===== config.mk =====
export PLATFORM = sky130hd
export DESIGN_NAME = mem_access
export DESIGN_NICKNAME = d
export VERILOG_FILES = /design/src/rtl/mem_access.sv
export SDC_FILE = /design/constraint.sdc
export NUM_CORES = 1
export LEC_CHECK = 0
export BUFFER_PORTS_ARGS = -buffer_cell sky130_fd_sc_hd__clkbuf_2
export CAP_MARGIN = 30
export CORE_UTILIZATION = 30
export DETAILED_ROUTE_END_ITERATION = 10
export PLACE_DENSITY = 0.61
export SYNTH_ARGS = -nofsm -noshare
export SYNTH_HDL_FRONTEND = slang
export SYNTH_SLANG_ARGS = --single-unit

===== constraint.sdc =====
create_clock -name clk -period 4.4 [get_ports clk]
set_input_delay 0.22 -clock clk [delete_from_list [all_inputs] [get_ports clk]]
set_output_delay 0.22 -clock clk [all_outputs]
set_load 0.02 [all_outputs]

===== src/rtl/mem_access.sv =====
// mem_access: memory-access stage of the Pillar core (execute -> mem -> writeback).
// Runs one instruction at a time through an IDLE / ACCESS / RESP state machine and
// drives the data-memory bus with a req/ack handshake for byte/half/word accesses.
// Optional feature macro: MEM_TIMEOUT_EN. When it is defined, an ACCESS left without
// an ack for TIMEOUT cycles is abandoned with fault_o set. When it is undefined,
// ACCESS waits for the ack indefinitely.
module mem_access #(
  parameter int unsigned TIMEOUT = 15
) (
  input  logic        clk,
  input  logic        reset,
  input  logic        valid_i,
  output logic        ready_o,
  input  logic [31:0] ir_i,
  input  logic [31:0] pc_i,
  input  logic [31:0] alu_i,
  input  logic [31:0] rs2_i,
  output logic        dmem_req_o,
  output logic        dmem_we_o,
  output logic [31:0] dmem_addr_o,
  output logic [3:0]  dmem_be_o,
  output logic [31:0] dmem_wdata_o,
  input  logic        dmem_ack_i,
  input  logic [31:0] dmem_rdata_i,
  output logic [31:0] wd_o,
  output logic        wd_q_readin_o,
  output logic [31:0] ir_o,
  output logic [31:0] pc_o,
  output logic        fault_o
);

  typedef enum logic [1:0] {
    IDLE   = 2'd0,
    ACCESS = 2'd1,
    RESP   = 2'd2
  } state_t;

  localparam logic [6:0] OP_R     = 7'b0110011;
  localparam logic [6:0] OP_I     = 7'b0010011;
  localparam logic [6:0] OP_LOAD  = 7'b0000011;
  localparam logic [6:0] OP_STORE = 7'b0100011;

  state_t      state_r;
  logic [1:0]  addr_lo_r;   // byte offset of the access, used for lane selection on loads

  logic        is_alu_s;
  logic        is_load_s;
  logic        is_store_s;
  logic        misalign_s;

`ifdef MEM_TIMEOUT_EN
  localparam int unsigned CNT_W = (TIMEOUT < 16) ? 4 : $clog2(TIMEOUT + 1);
  localparam logic [CNT_W-1:0] CNT_LAST = CNT_W'(TIMEOUT - 1);
  logic [CNT_W-1:0] wait_cnt_r;
`endif

  // Byte enables for an access of the size encoded in funct3 at byte offset a.
  function automatic logic [3:0] byte_en(input logic [2:0] f3, input logic [1:0] a);
    case (f3[1:0])
      2'b00:   return 4'b0001 << a;
      2'b01:   return a[1] ? 4'b1100 : 4'b0011;
      default: return 4'b1111;
    endcase
  endfunction

  // Store data replicated across every lane so the byte enables alone pick the target.
  function automatic logic [31:0] store_data(input logic [2:0] f3, input logic [31:0] d);
    case (f3[1:0])
      2'b00:   return {4{d[7:0]}};
      2'b01:   return {2{d[15:0]}};
      default: return d;
    endcase
  endfunction

  // Extract the addressed lane from the read word and sign- or zero-extend it.
  function automatic logic [31:0] load_ext(input logic [2:0] f3, input logic [1:0] a,
                                           input logic [31:0] d);
    logic [31:0] lane;
    lane = d >> {a, 3'b000};
    case (f3)
      3'b000:  return {{24{lane[7]}}, lane[7:0]};
      3'b100:  return {24'd0, lane[7:0]};
      3'b001:  return {{16{lane[15]}}, lane[15:0]};
      3'b101:  return {16'd0, lane[15:0]};
      default: return d;
    endcase
  endfunction

  // Halfword accesses need an even address and word accesses need a word-aligned address.
  function automatic logic is_misaligned(input logic [2:0] f3, input logic [1:0] a);
    case (f3[1:0])
      2'b00:   return 1'b0;
      2'b01:   return a[0];
      default: return (a != 2'b00);
    endcase
  endfunction

  assign ready_o = (state_r == IDLE) && !reset;

  // Decode the instruction currently offered by execute.
  always_comb begin
    is_alu_s   = 1'b0;
    is_load_s  = 1'b0;
    is_store_s = 1'b0;
    misalign_s = is_misaligned(ir_i[14:12], alu_i[1:0]);
    case (ir_i[6:0])
      OP_R, OP_I: is_alu_s   = 1'b1;
      OP_LOAD:    is_load_s  = 1'b1;
      OP_STORE:   is_store_s = 1'b1;
      default:    is_alu_s   = 1'b0;
    endcase
  end

  // Stage state machine. All bus and writeback outputs are registered here.
  always_ff @(posedge clk) begin
    if (reset) begin
      state_r       <= IDLE;
      addr_lo_r     <= 2'b00;
      dmem_req_o    <= 1'b0;
      dmem_we_o     <= 1'b0;
      dmem_addr_o   <= 32'd0;
      dmem_be_o     <= 4'b0000;
      dmem_wdata_o  <= 32'd0;
      wd_o          <= 32'd0;
      wd_q_readin_o <= 1'b0;
      ir_o          <= 32'd0;
      pc_o          <= 32'd0;
      fault_o       <= 1'b0;
`ifdef MEM_TIMEOUT_EN
      wait_cnt_r    <= '0;
`endif
    end else begin
      case (state_r)
        IDLE: begin
          wd_q_readin_o <= 1'b0;
          if (valid_i) begin
            ir_o      <= ir_i;
            pc_o      <= pc_i;
            addr_lo_r <= alu_i[1:0];
            fault_o   <= 1'b0;
            if (is_alu_s) begin
              wd_o          <= alu_i;
              wd_q_readin_o <= 1'b1;
              state_r       <= RESP;
            end else if ((is_load_s || is_store_s) && misalign_s) begin
              // Misaligned: report the fault without touching the bus.
              fault_o <= 1'b1;
              state_r <= RESP;
            end else if (is_load_s || is_store_s) begin
              dmem_req_o   <= 1'b1;
              dmem_we_o    <= is_store_s;
              dmem_addr_o  <= {alu_i[31:2], 2'b00};
              dmem_be_o    <= byte_en(ir_i[14:12], alu_i[1:0]);
              dmem_wdata_o <= store_data(ir_i[14:12], rs2_i);
`ifdef MEM_TIMEOUT_EN
              wait_cnt_r   <= '0;
`endif
              state_r      <= ACCESS;
            end else begin
              // Unknown opcode: pass ir/pc through with no writeback.
              state_r <= RESP;
            end
          end
        end
        ACCESS: begin
          if (dmem_ack_i) begin
            // An ack always completes normally, even on the timeout edge.
            dmem_req_o <= 1'b0;
            state_r    <= RESP;
            if (!dmem_we_o) begin
              wd_o          <= load_ext(ir_o[14:12], addr_lo_r, dmem_rdata_i);
              wd_q_readin_o <= 1'b1;
            end
`ifdef MEM_TIMEOUT_EN
          end else if (wait_cnt_r == CNT_LAST) begin
            dmem_req_o <= 1'b0;
            fault_o    <= 1'b1;
            state_r    <= RESP;
          end else begin
            wait_cnt_r <= wait_cnt_r + 1'b1;
`endif
          end
        end
        RESP: begin
          wd_q_readin_o <= 1'b0;
          state_r       <= IDLE;
        end
        default: begin
          dmem_req_o    <= 1'b0;
          wd_q_readin_o <= 1'b0;
          state_r       <= IDLE;
        end
      endcase
    end
  end

endmodule


==> impl_metrics.py <==
metrics = {
    "floorplan": {
        "rows": 56,
        "dieArea_mm2": 0.0250,
        "start_util": 0.308,
        "core_area_mm2": 0.0237,
        "io_pins": 333,
        "die-width_um": 158,
        "die_height_um": 158,
    },
    "yosys": {
        "yosysTopAreaCell": "dfxtp_1",
        "synthTopCellsByArea": "dfxtp_1 (47%), nand2_1 (13%), a21oi_1 (10%), clkbuf_1 (2.8%), nor2_1 (2.8%)",
        "async_reset_ff_frac": 0,
        "yosys_warnings": 0,
        "synth_common_cells": "nand2_1 (258), dfxtp_1 (170), a21oi_1 (150)",
        "synth.distinct_cells": 45,
        "synth_top_area_share": 0.466,
        "ys_seq_elements": 170,
        "synthCells": 923,
        "synth_flop_cell": "dfxtp_1",
        "synth_most_common_cell": "nand2_1",
        "synth_edf_count": 0,
        "ys_seq_area_frac": 0.466,
        "synthesis.area_mm2": 0.00730,
        "avgSynthCellArea_um2": 7.91,
    },
    "clocking": {
        "cts-root-buf": "clkbuf_16",
        "clk_pin_slew_ns": 0.08,
        "htree_levels": 4,
        "clk_latency_ns": 0.42,
        "numCtsBuffers": 17,
        "cts_sinks": 170,
        "tritoncts": "done",
        "clockBufferDepth": 2,
    },
    "sta": {
        "drv_slew": 0,
        "fin_crit_sh": 0.522,
        "grt_setup_unrepaired": "false",
        "tightest_slew_ns": 0.933,
        "whs_ns": 0.0225,
        "finalHoldViolCount": 0,
        "totalNegativeSetupSlack_ns": 0,
        "fmax_ghz": 0.435,
        "setup_ws_ns": 2.10,
        "slew_headroom": 0.378,
        "min_period_ns": 2.30,
        "worst_clock_skew_ns": 0.0165,
        "setup_viol": 0,
    },
    "critical_path": {
        "reg2reg_depth": 6,
        "arrival_ns": 2.63,
        "worstReg2RegStart": "addr_lo_r[0]$_SDFFE_PP0P_",
        "crit_end": "wd_o[9]$_SDFFE_PP0P_",
        "timing.rr.end": "wd_o[9]$_SDFFE_PP0P_",
        "slowest_stage": "dfxtp_1",
        "crit_fanout": 21,
        "cpPeakStageDelay_ns": 0.55,
        "worstSetupStartpoint": "addr_lo_r[0]$_SDFFE_PP0P_",
        "path_cells": "buf_4 > mux2i_1 > a2bb2oi_1 > a31oi_1 > o221ai_1 > a311oi_1",
        "r2r_slack_ns": 2.10,
        "end_kind": "flip-flop",
        "start_kind": "flip-flop",
        "critPathKind": "flip-flop to flip-flop",
        "required_ns": 4.73,
    },
    "cells_and_area": {
        "n_antenna_cell": 0,
        "regArea_mm2": 0.00340,
        "nFillCells": 2520,
        "area_delta_synth_final_pct": 36.7,
        "finalNonFillerCells": 1565,
        "final_area_mm2": 0.00998,
        "final_layout_size_suffix_gt1_frac": 0.317,
        "finalNetCount": 1397,
        "multi_input_area_mm2": 0.00357,
    },
    "detailed_routing": {
        "drtIter0Drc": 449,
        "ant_nets": 0,
        "drt-pass1-iter-count": 4,
        "route.detailed.drc": 0,
        "wire_per_inst_um": 16.7,
        "wl_um": 26100,
        "viasPerCell": 4.88,
        "vias": 7638,
    },
    "grt": {
        "antenna_found_initial": 0,
        "grt_max_degree": 83,
        "grt_pass1_vias": 7052,
        "grt_overflow": 0,
        "grt_pass1_wl_um": 39000,
        "track_usage": 0.203,
    },
    "power": {
        "pwr_density_cell_mw_per_mm2": 356,
        "ir_drop_mv": 0.213,
        "power.leakage_nw": 4.25,
    },
    "worst_hold_path": {
        "hold_path.class": "primary input to flip-flop",
    },
    "placement": {
        "place_ws_ns": 1.78,
        "dpl_cell_area_mm2": 0.00917,
        "dp_hpwl_um": 18700,
        "dp.cells": 1511,
        "port_buffers": 330,
        "gp_congestion": 0.832,
    },
    "outcome": {
        "outcome": "finished clean",
    },
    "run": {
        "cap_violations": 0,
    },
}
==> worst min-delay path by stage <==
stage	start	depth (start not counted)	slack, ns	endpoint
after floorplan	rs2_i[0]	2	0.36	dmem_wdata_o[0]$_SDFFE_PP0P_
after global placement	ir_o[9]$_SDFFE_PP0P_	2	0.44	ir_o[9]$_SDFFE_PP0P_
after detailed placement	ir_o[19]$_SDFFE_PP0P_	2	0.45	ir_o[19]$_SDFFE_PP0P_
after CTS	pc_i[27]	3	0.0006	pc_o[27]$_SDFFE_PP0P_
after global routing	pc_i[27]	3	0.009	pc_o[27]$_SDFFE_PP0P_
final	pc_i[11]	3	0.02	pc_o[11]$_SDFFE_PP0P_
==> final cells by class <==
class	count	share of cell area
Multi-Input combinational cell	672	0.358
Tap cell	319	0.0400
Clock inverter	14	0.0151
Clock buffer	18	0.0440
Timing Repair Buffer	368	0.200
Sequential cell	170	0.341
Inverter	4	0.00151
==> worst max-delay path, delay by kind of cell, from the launching register on <==
family	cells	cell delay [ns]
mux	1	0.12
buf+inv	1	0.31
flops	1	0.55
compound gates	4	1.23
==> cell usage in the layout (no fill, tap or decap), drive strengths merged, types with 3 or more instances in the layout <==
| master | instances |
|---|---|
| dfxtp | 170 |
| a2111oi | 3 |
| mux2i | 19 |
| and2 | 16 |
| nand2 | 258 |
| a21oi | 150 |
| clkbuf | 347 |
| a211oi | 11 |
| o211ai | 15 |
| buf | 17 |
| o2bb2ai | 16 |
| a22oi | 7 |
| a311oi | 17 |
| nand3 | 3 |
| nor2 | 54 |
| o221ai | 22 |
| o21ai | 20 |
| inv | 11 |
| nor2b | 8 |
| clkinv | 4 |
| nand3b | 4 |
| mux2 | 8 |
| nand2b | 12 |
| dlygate4sd3 | 22 |
| nor3 | 5 |
==> cells by family after synthesis <==
logic type / Yosys count / share of synthesized area
compound gates: 270 / 0.229
buf+inv: 82 / 0.0472
flops: 170 / 0.466
mux: 28 / 0.0415
other cells: 1 / 0.000514
simple gates: 372 / 0.215
==> report_power, final <==
group          switching [mW]  internal, mW
logic                   0.262         0.159
clock network           0.710         0.820
registers              0.0247          1.58
total                   0.997          2.56
==> what timing repair did <==
item / CTS / global route
hold endpoints to repair: 22 / 0
hold buffers: 22 / 0
buffers inserted: 0 / 0
gates resized for setup: 0 / 0
==> per-layer routing <==
layer / GRT usage / wire length, um / up-vias
met5: 0 / 0 / -
met1: 0.253 / 11400 / 3544
met2: 0.337 / 12300 / 253
li1: - / - / 3813
met3: 0.0531 / 1760 / 28
met4: 0.0742 / 619 / 0
==> through the flow <==
stage	utilization	power, mW
finish	0.421	3.55
global route	0.421	3.71
CTS	0.421	3.60
detailed placement	0.387	2.04
global placement	0.387	2.04
floorplan	-	1.86
==> registers in the layout, summed over array words and instances, names as in the netlist <==
| name | cells |
|---|---|
| dmem_addr_o | 30 |
| addr_lo_r | 2 |
| wd_q_readin_o | 1 |
| state_r | 2 |
| dmem_wdata_o | 32 |
| fault_o | 1 |
| wd_o | 32 |
| dmem_we_o | 1 |
| dmem_req_o | 1 |
| dmem_be_o | 4 |
| pc_o | 32 |
| ir_o | 32 |
(Power assumes the default switching activity.)
